$ cat src/rtl/seq_mult_addsub.sv
// Sequential shift-add multiplier: WIDTH iterations of ADD then SHIFT on a
// WIDTH+1-bit {X,A} accumulator. Signed mode uses a final subtract of S.
module seq_mult_addsub #(
    parameter int WIDTH = 8
) (
    input  logic                 Clk,
    input  logic                 Reset_n,
    input  logic                 start,
    input  logic                 signed_mode,
    input  logic [WIDTH-1:0]     multiplicand,
    input  logic [WIDTH-1:0]     multiplier,
    output logic                 ready,
    output logic                 done,
    output logic                 x_bit,
    output logic [2*WIDTH-1:0]   product,
    output logic [1:0]           state_o
);

    localparam int CW = (WIDTH > 2) ? $clog2(WIDTH) : 1;
    localparam logic [CW-1:0] LAST = CW'(WIDTH - 1);

    typedef enum logic [1:0] {
        IDLE  = 2'd0,
        ADD   = 2'd1,
        SHIFT = 2'd2,
        DONE  = 2'd3
    } state_t;

    state_t           state_q, state_d;
    logic             x_q, x_d;
    logic [WIDTH-1:0] a_q, a_d;
    logic [WIDTH-1:0] b_q, b_d;
    logic [WIDTH-1:0] s_q, s_d;
    logic [CW-1:0]    count_q, count_d;
    logic             sgn_q, sgn_d;

    logic [WIDTH:0]   ext_a;
    logic [WIDTH:0]   ext_s;
    logic [WIDTH:0]   addend;
    logic [WIDTH:0]   sum;
    logic             sub;

    // Signed operands weigh the MSB as -2^(W-1), so the last partial product is subtracted.
    always_comb begin
        sub    = sgn_q && (count_q == LAST);
        ext_a  = {sgn_q & a_q[WIDTH-1], a_q};
        ext_s  = {sgn_q & s_q[WIDTH-1], s_q};
        addend = sub ? ~ext_s : ext_s;
        sum    = ext_a + addend + {{WIDTH{1'b0}}, sub};
    end

    always_comb begin
        state_d = state_q;
        x_d     = x_q;
        a_d     = a_q;
        b_d     = b_q;
        s_d     = s_q;
        count_d = count_q;
        sgn_d   = sgn_q;
        case (state_q)
            IDLE: begin
                if (start) begin
                    x_d     = 1'b0;
                    a_d     = '0;
                    b_d     = multiplier;
                    s_d     = multiplicand;
                    count_d = '0;
                    sgn_d   = signed_mode;
                    state_d = ADD;
                end
            end
            ADD: begin
                if (b_q[0]) begin
                    {x_d, a_d} = sum;
                end
                state_d = SHIFT;
            end
            SHIFT: begin
                x_d     = sgn_q & x_q;
                a_d     = {x_q, a_q[WIDTH-1:1]};
                b_d     = {a_q[0], b_q[WIDTH-1:1]};
                count_d = count_q + CW'(1);
                state_d = (count_q == LAST) ? DONE : ADD;
            end
            DONE: begin
                state_d = IDLE;
            end
            default: begin
                state_d = IDLE;
            end
        endcase
    end

    always_ff @(posedge Clk or negedge Reset_n) begin
        if (!Reset_n) begin
            state_q <= IDLE;
            x_q     <= 1'b0;
            a_q     <= '0;
            b_q     <= '0;
            s_q     <= '0;
            count_q <= '0;
            sgn_q   <= 1'b0;
        end else begin
            state_q <= state_d;
            x_q     <= x_d;
            a_q     <= a_d;
            b_q     <= b_d;
            s_q     <= s_d;
            count_q <= count_d;
            sgn_q   <= sgn_d;
        end
    end

    assign ready   = (state_q == IDLE);
    assign done    = (state_q == DONE);
    assign x_bit   = x_q;
    assign product = {a_q, b_q};
    assign state_o = state_q;

endmodule

$ cat config.mk
export PLATFORM = sky130hd
export DESIGN_NAME = seq_mult_addsub
export DESIGN_NICKNAME = d
export VERILOG_FILES = /design/src/rtl/seq_mult_addsub.sv
export SDC_FILE = /design/constraint.sdc
export NUM_CORES = 1
export LEC_CHECK = 0
export CAP_MARGIN = 20
export CORE_UTILIZATION = 38
export DETAILED_ROUTE_END_ITERATION = 12
export PLACE_DENSITY_LB_ADDON = 0.08
export SYNTH_ARGS = -nofsm -noshare
export SYNTH_HDL_FRONTEND = slang
export SYNTH_SLANG_ARGS = --single-unit
$ cat constraint.sdc
create_clock -name Clk -period 5.5 [get_ports Clk]
set_input_delay 0.825 -clock Clk [delete_from_list [all_inputs] [get_ports Clk]]
set_output_delay 0.825 -clock Clk [all_outputs]
set_load 0.02 [all_outputs]
======== Word-level counts from Yosys, hierarchy flattened ========
Cells that the tools add are included.
word-level totals
  register bits after elaboration ......... 31
  latch bits .............................. 0
  memory bits (writable) .................. 0
  bits in read-only memories .............. 0
  bits of input ports ..................... 20
  output and inout port bits .............. 21
  logic and storage cells ................. 41
  memories ................................ 0
cells by class
  add/sub/neg operators ................... 3
  multipliers ............................. 0
  divide/modulo/power cells ............... 0
  order comparisons ....................... 0
  equality and inequality tests ........... 6
  shift-type cells ........................ 0
  mux-type cells .......................... 14
  bitwise gates (word level) .............. 4
  reduce and logical (&&, ||, !) cells .... 7
operators by type and width
  kind                                                             count
  8-bit 2-to-1 mux                                                 3
  8-bit one-hot mux with 3 select lines                            1
  8-bit one-hot mux with 2 select lines                            1
  9-bit by 1-bit adder with 9-bit output                           1
  9-bit adder                                                      1
  9-bit 2-to-1 mux                                                 1
  9-bit inverter                                                   1
  2-bit one-hot mux with 4 select lines                            1
  3-bit one-hot mux with 2 select lines                            1
  2-bit == test, second input constant                             2
  2-bit 2-to-1 mux                                                 2
  2-bit inequality test, second input constant                     2
  2-bit AND reduction                                              2
  3-bit by 1-bit adder with 3-bit output, second input constant    1
  1-bit AND                                                        3
  3-bit == test, second input constant                             1
  3-bit 2-to-1 mux                                                 1
  1-bit one-hot mux with 3 select lines                            1
  3-bit AND reduction                                              1
  3-bit nonzero test                                               1
  2-bit by 1-bit == test with 1-bit output, second input constant  1
  2-bit logical NOT                                                1
  1-bit 2-to-1 mux                                                 2
  2-bit nonzero test                                               1
  1-bit logical AND                                                1

======== Longest topological paths before layout ========
  depth after elaboration ................. 7
  depth in mapped cells ................... 10
  gate-level depth less buffers ........... 10

======== Least setup slack after synthesis ========
OpenSTA, ideal clock, no wires.
  path kind ............................... register to register
  start point ............................. register count_q[0]
  end point ............................... register x_q, in the netlist x_bit
  library setup time ...................... 0.126 ns
  arrival ................................. 2.300 ns
  data required time ...................... 5.374 ns
  slack ................................... 3.074 ns
  stages on the path, launching flop included .. 11
  path buffers ............................ 0
  period minus slack after synthesis ...... 2.426 ns
  path through ............................ dfrtp_1 -> ha_1 -> ha_1 -> nand2_1 -> xnor2_1 -> fa_1 -> nand3_1 -> nand2_1 -> a311oi_1 -> xnor2_1 -> o21ai_0
on the way
  longest elaborated chain between the ends .. 7
RTL lines
  what                                        RTL line  source
  from (decl)                                 34        logic [CW-1:0] count_q, count_d;
  from (signal assigned)                      109       count_q <= count_d;
  3-bit == test (*)                           45        sub = sgn_q && (count_q == LAST);
  1-bit logical AND (*)                       45
  9-bit 2-to-1 mux                            48        addend = sub ? ~ext_s : ext_s;
  9-bit adder                                 49        sum = ext_a + addend + {{WIDTH{1'b0}}, sub};
  9-bit by 1-bit adder with 9-bit output (*)  49
  1-bit 2-to-1 mux (*)                        73        if (b_q[0]) begin
  1-bit one-hot mux with 3 select lines (*)   60        case (state_q)
  to (signal assigned)                        97        x_q <= 1'b0;
  to (signal assigned)                        105       x_q <= x_d;
  to (decl)                                   30        logic x_q, x_d;
Every way passes the cells marked *; elsewhere a longest branch is shown, timed or not. The select of a mux whose other input is x is not followed.
A chain may end at the register's enable or synchronous reset.

======== Worst setup path in the final report ========
  start point ............................. register state_q[0], in the netlist state_o[0]
  end point ............................... output port ready
on the way
  longest elaborated chain between the ends .. 1
RTL lines
  what                    RTL line  source
  from (decl)             29        state_t state_q, state_d;
  from (signal assigned)  104       state_q <= state_d;
  2-bit logical NOT       114       assign ready = (state_q == IDLE);
  to (decl)               12        output logic ready,
No other way between the ends.

==> results.md <==
* Status: completed
* CP max FO at 15
* Antenna violations before repair at 0
* Final Cycle Share at 51.7%
* Synth top area cells: dfrtp_1 42%, ha_1 8.8%, o22ai_1 5.8%
* Synth Area per Inst at 10.1 µm²
* WS Path Type: flop to primary output
* Yosys cell types at 41
* GP Congestion at 0.853
* Sum Neg Setup Slack at 0 ns
* Leakage at 0.983 nW
* Worst slack, placed at 2.73 ns
* Largest net degree at the start of global routing at 32
* Global route overflow at 0
* Post-synth ARST share at 100%
* Post-Route WL at 4350 µm
* Seq cells post-synth at 31
* Unrepaired setup endpoints after global routing: no
* First-pass GRT wire length at 7510 µm
* Fin crit period at 2.84 ns
* Port-buffer cells at 40
* EDFF count, synth at 0
* CTS tree: yes
* Final hold violation count at 0
* Post-Syn Area at 1840 µm²
* Die height at 71.6 µm
* Max Clk Rate at 352 MHz
* Rel. slew slack at 37.1%
* Worst slew pin tran at 0.939 ns
* Final Max Tran Viols at 0
* Total power at 1.54 mW
* Rows at 24
* Placed cell area at 2290 µm²
* Post-CTS Repair Setup Buffers at 0
* Warnings from Yosys at 0
* CTS Hold Buffers Added at 0
* Initial Utilization at 40.9%
* Non-filler cells, final at 278
* Commonest non-fill, non-tap cell in the layout: clkdlybuf4s50_1
* Syn Inst Count at 183
* Synth-to-Final Area Change at 29.5%
* Max VDD drop at 0.247 mV
* Initial DRC count at 72
* DP HPWL at 3180 µm
* Worst path arrival time at 2.02 ns
* Horiz. Die Dim at 71.6 µm
* WL/cell at 15.7 µm
* Via count at 1,582
* Main synth FF type: dfrtp_1
* Tot GR Track Use at 18.8%
* Final ANT Viol Nets at 0
* CP Capture Type: primary output
* CTS Root Cell: clkbuf_8
* Crit start category: flop
* Post-synth top area share at 42.1%
* Post-cts resize count at 0
* Worst-path clk slew at 0.06 ns
* Pwr dens at 645 nW/µm²
* Antenna cell count at 0
* Final Cell Area at 2390 µm²
* CTS max path bufs at 2
* Fraction of layout cells with a size suffix above 1 at 9.29%
* Num CTS Buffers at 5
* R2R Setup Slk at 2.83 ns
* Max-cap check violation count at 0
* Total core area at 4500 µm²
* Skew-Pair Late Insertion Delay at 0.28 ns
* Final WS setup at 2.66 ns
* Sequential element share of the synthesized area at 42.1%
* Ports at 41
* Commonest cells after routing, fill and taps aside: 40 x clkdlybuf4s50_1, 31 x dfrtp_1, 20 x nand2_1, 17 x o22ai_1
* Mapped Nets at 217
* Die area at 5130 µm²
* Vias in the first global route at 1,585
* Layout net count at 259
* CTS sink cnt at 31
* # setup viols final at 0
* Clock skew at 0.00763 ns
* Routed vias/inst at 5.69
* Area leader, netlist: dfrtp_1
* Worst Hold Class: flop to flop
* Required @ worst endpoint at 4.68 ns
* Dpl cells at 270
* H-Tree Depth at 2
* Post-route DRC at 0
* DR pass1 iterations at 4
-- state kept, by name, summed over array words and instances (netlist names) --
signal and cells:
b_q 8, a_q 8, x_bit 1, count_q 3, state_o 2, s_q 8, sgn_q 1
-- synth_stat cells (2+ instances only) --
cell type / count
a32o_1: 3
clkbuf_1: 2
buf_2: 2
xnor2_1: 11
a21oi_1: 13
nor2b_1: 2
nand2_1: 20
a21boi_0: 2
ha_1: 13
nand3_1: 6
mux2_2: 9
o21a_1: 2
nor3_1: 2
o22ai_1: 17
xor2_1: 4
inv_1: 5
nor2_1: 3
a31oi_1: 3
dfrtp_1: 31
nand3b_1: 2
o21ai_0: 11
-- power by group --
group,switching [mW],internal [mW]
combinational,0.484,0.412
clock,0.0837,0.114
sequential,0.112,0.335
total,0.680,0.861
-- cells by family after synthesis --
kind of cell,synth area share [%]
and+or+nand+nor,11.7
adders and majority gates,9.91
AOI/OAI and AO/OA,20.3
muxes,6.04
buffers and inverters,2.78
DFF,42.1
xor gates and xnor gates,7.13
-- final timing paths --
check,start,endpoint,depth (start not counted)
max reg2reg,count_q[0],a_q[7],10
max in group asynchronous,Reset_n,s_q[0],2
min reg2reg,count_q[0],count_q[0],1
max,state_o[0],ready,3
min,count_q[0],count_q[0],1
min in group asynchronous,Reset_n,a_q[5],2
-- routing by layer --
metal / vias to the layer above / global-route usage, % / part of all wire, %
met2: 59 / 28.3 / 45
met3: 9 / 4.22 / 5.3
met5: - / 0 / 0
met1: 757 / 26.7 / 49
li1: 757 / - / -
met4: 0 / 6.32 / 1.3
-- worst max-delay path, cell delays in order (launching register included) --
cell	delay [ns]
dfrtp_1	0.43
inv_1	0.12
ha_1	0.48
clkdlybuf4s50_1	0.70
-- per-stage QoR --
step           util, %  hold WS (ns)
5_1_grt           53.0         0.548
2_1_floorplan        -         0.468
3_5_place_dp      50.8         0.495
3_3_place_gp      50.8         0.480
4_1_cts           53.0         0.504
6_report          53.0         0.494
-- area by class of cell --
class	instances	area [µm²]
inverter	6	22.5
clock buffer	8	100
multi-input combinational	140	1020
sequential	31	776
timing repair buffer	41	408
tap	52	65.1
fill	410	2120
No activity file was read; power rests on OpenSTA's default activity.
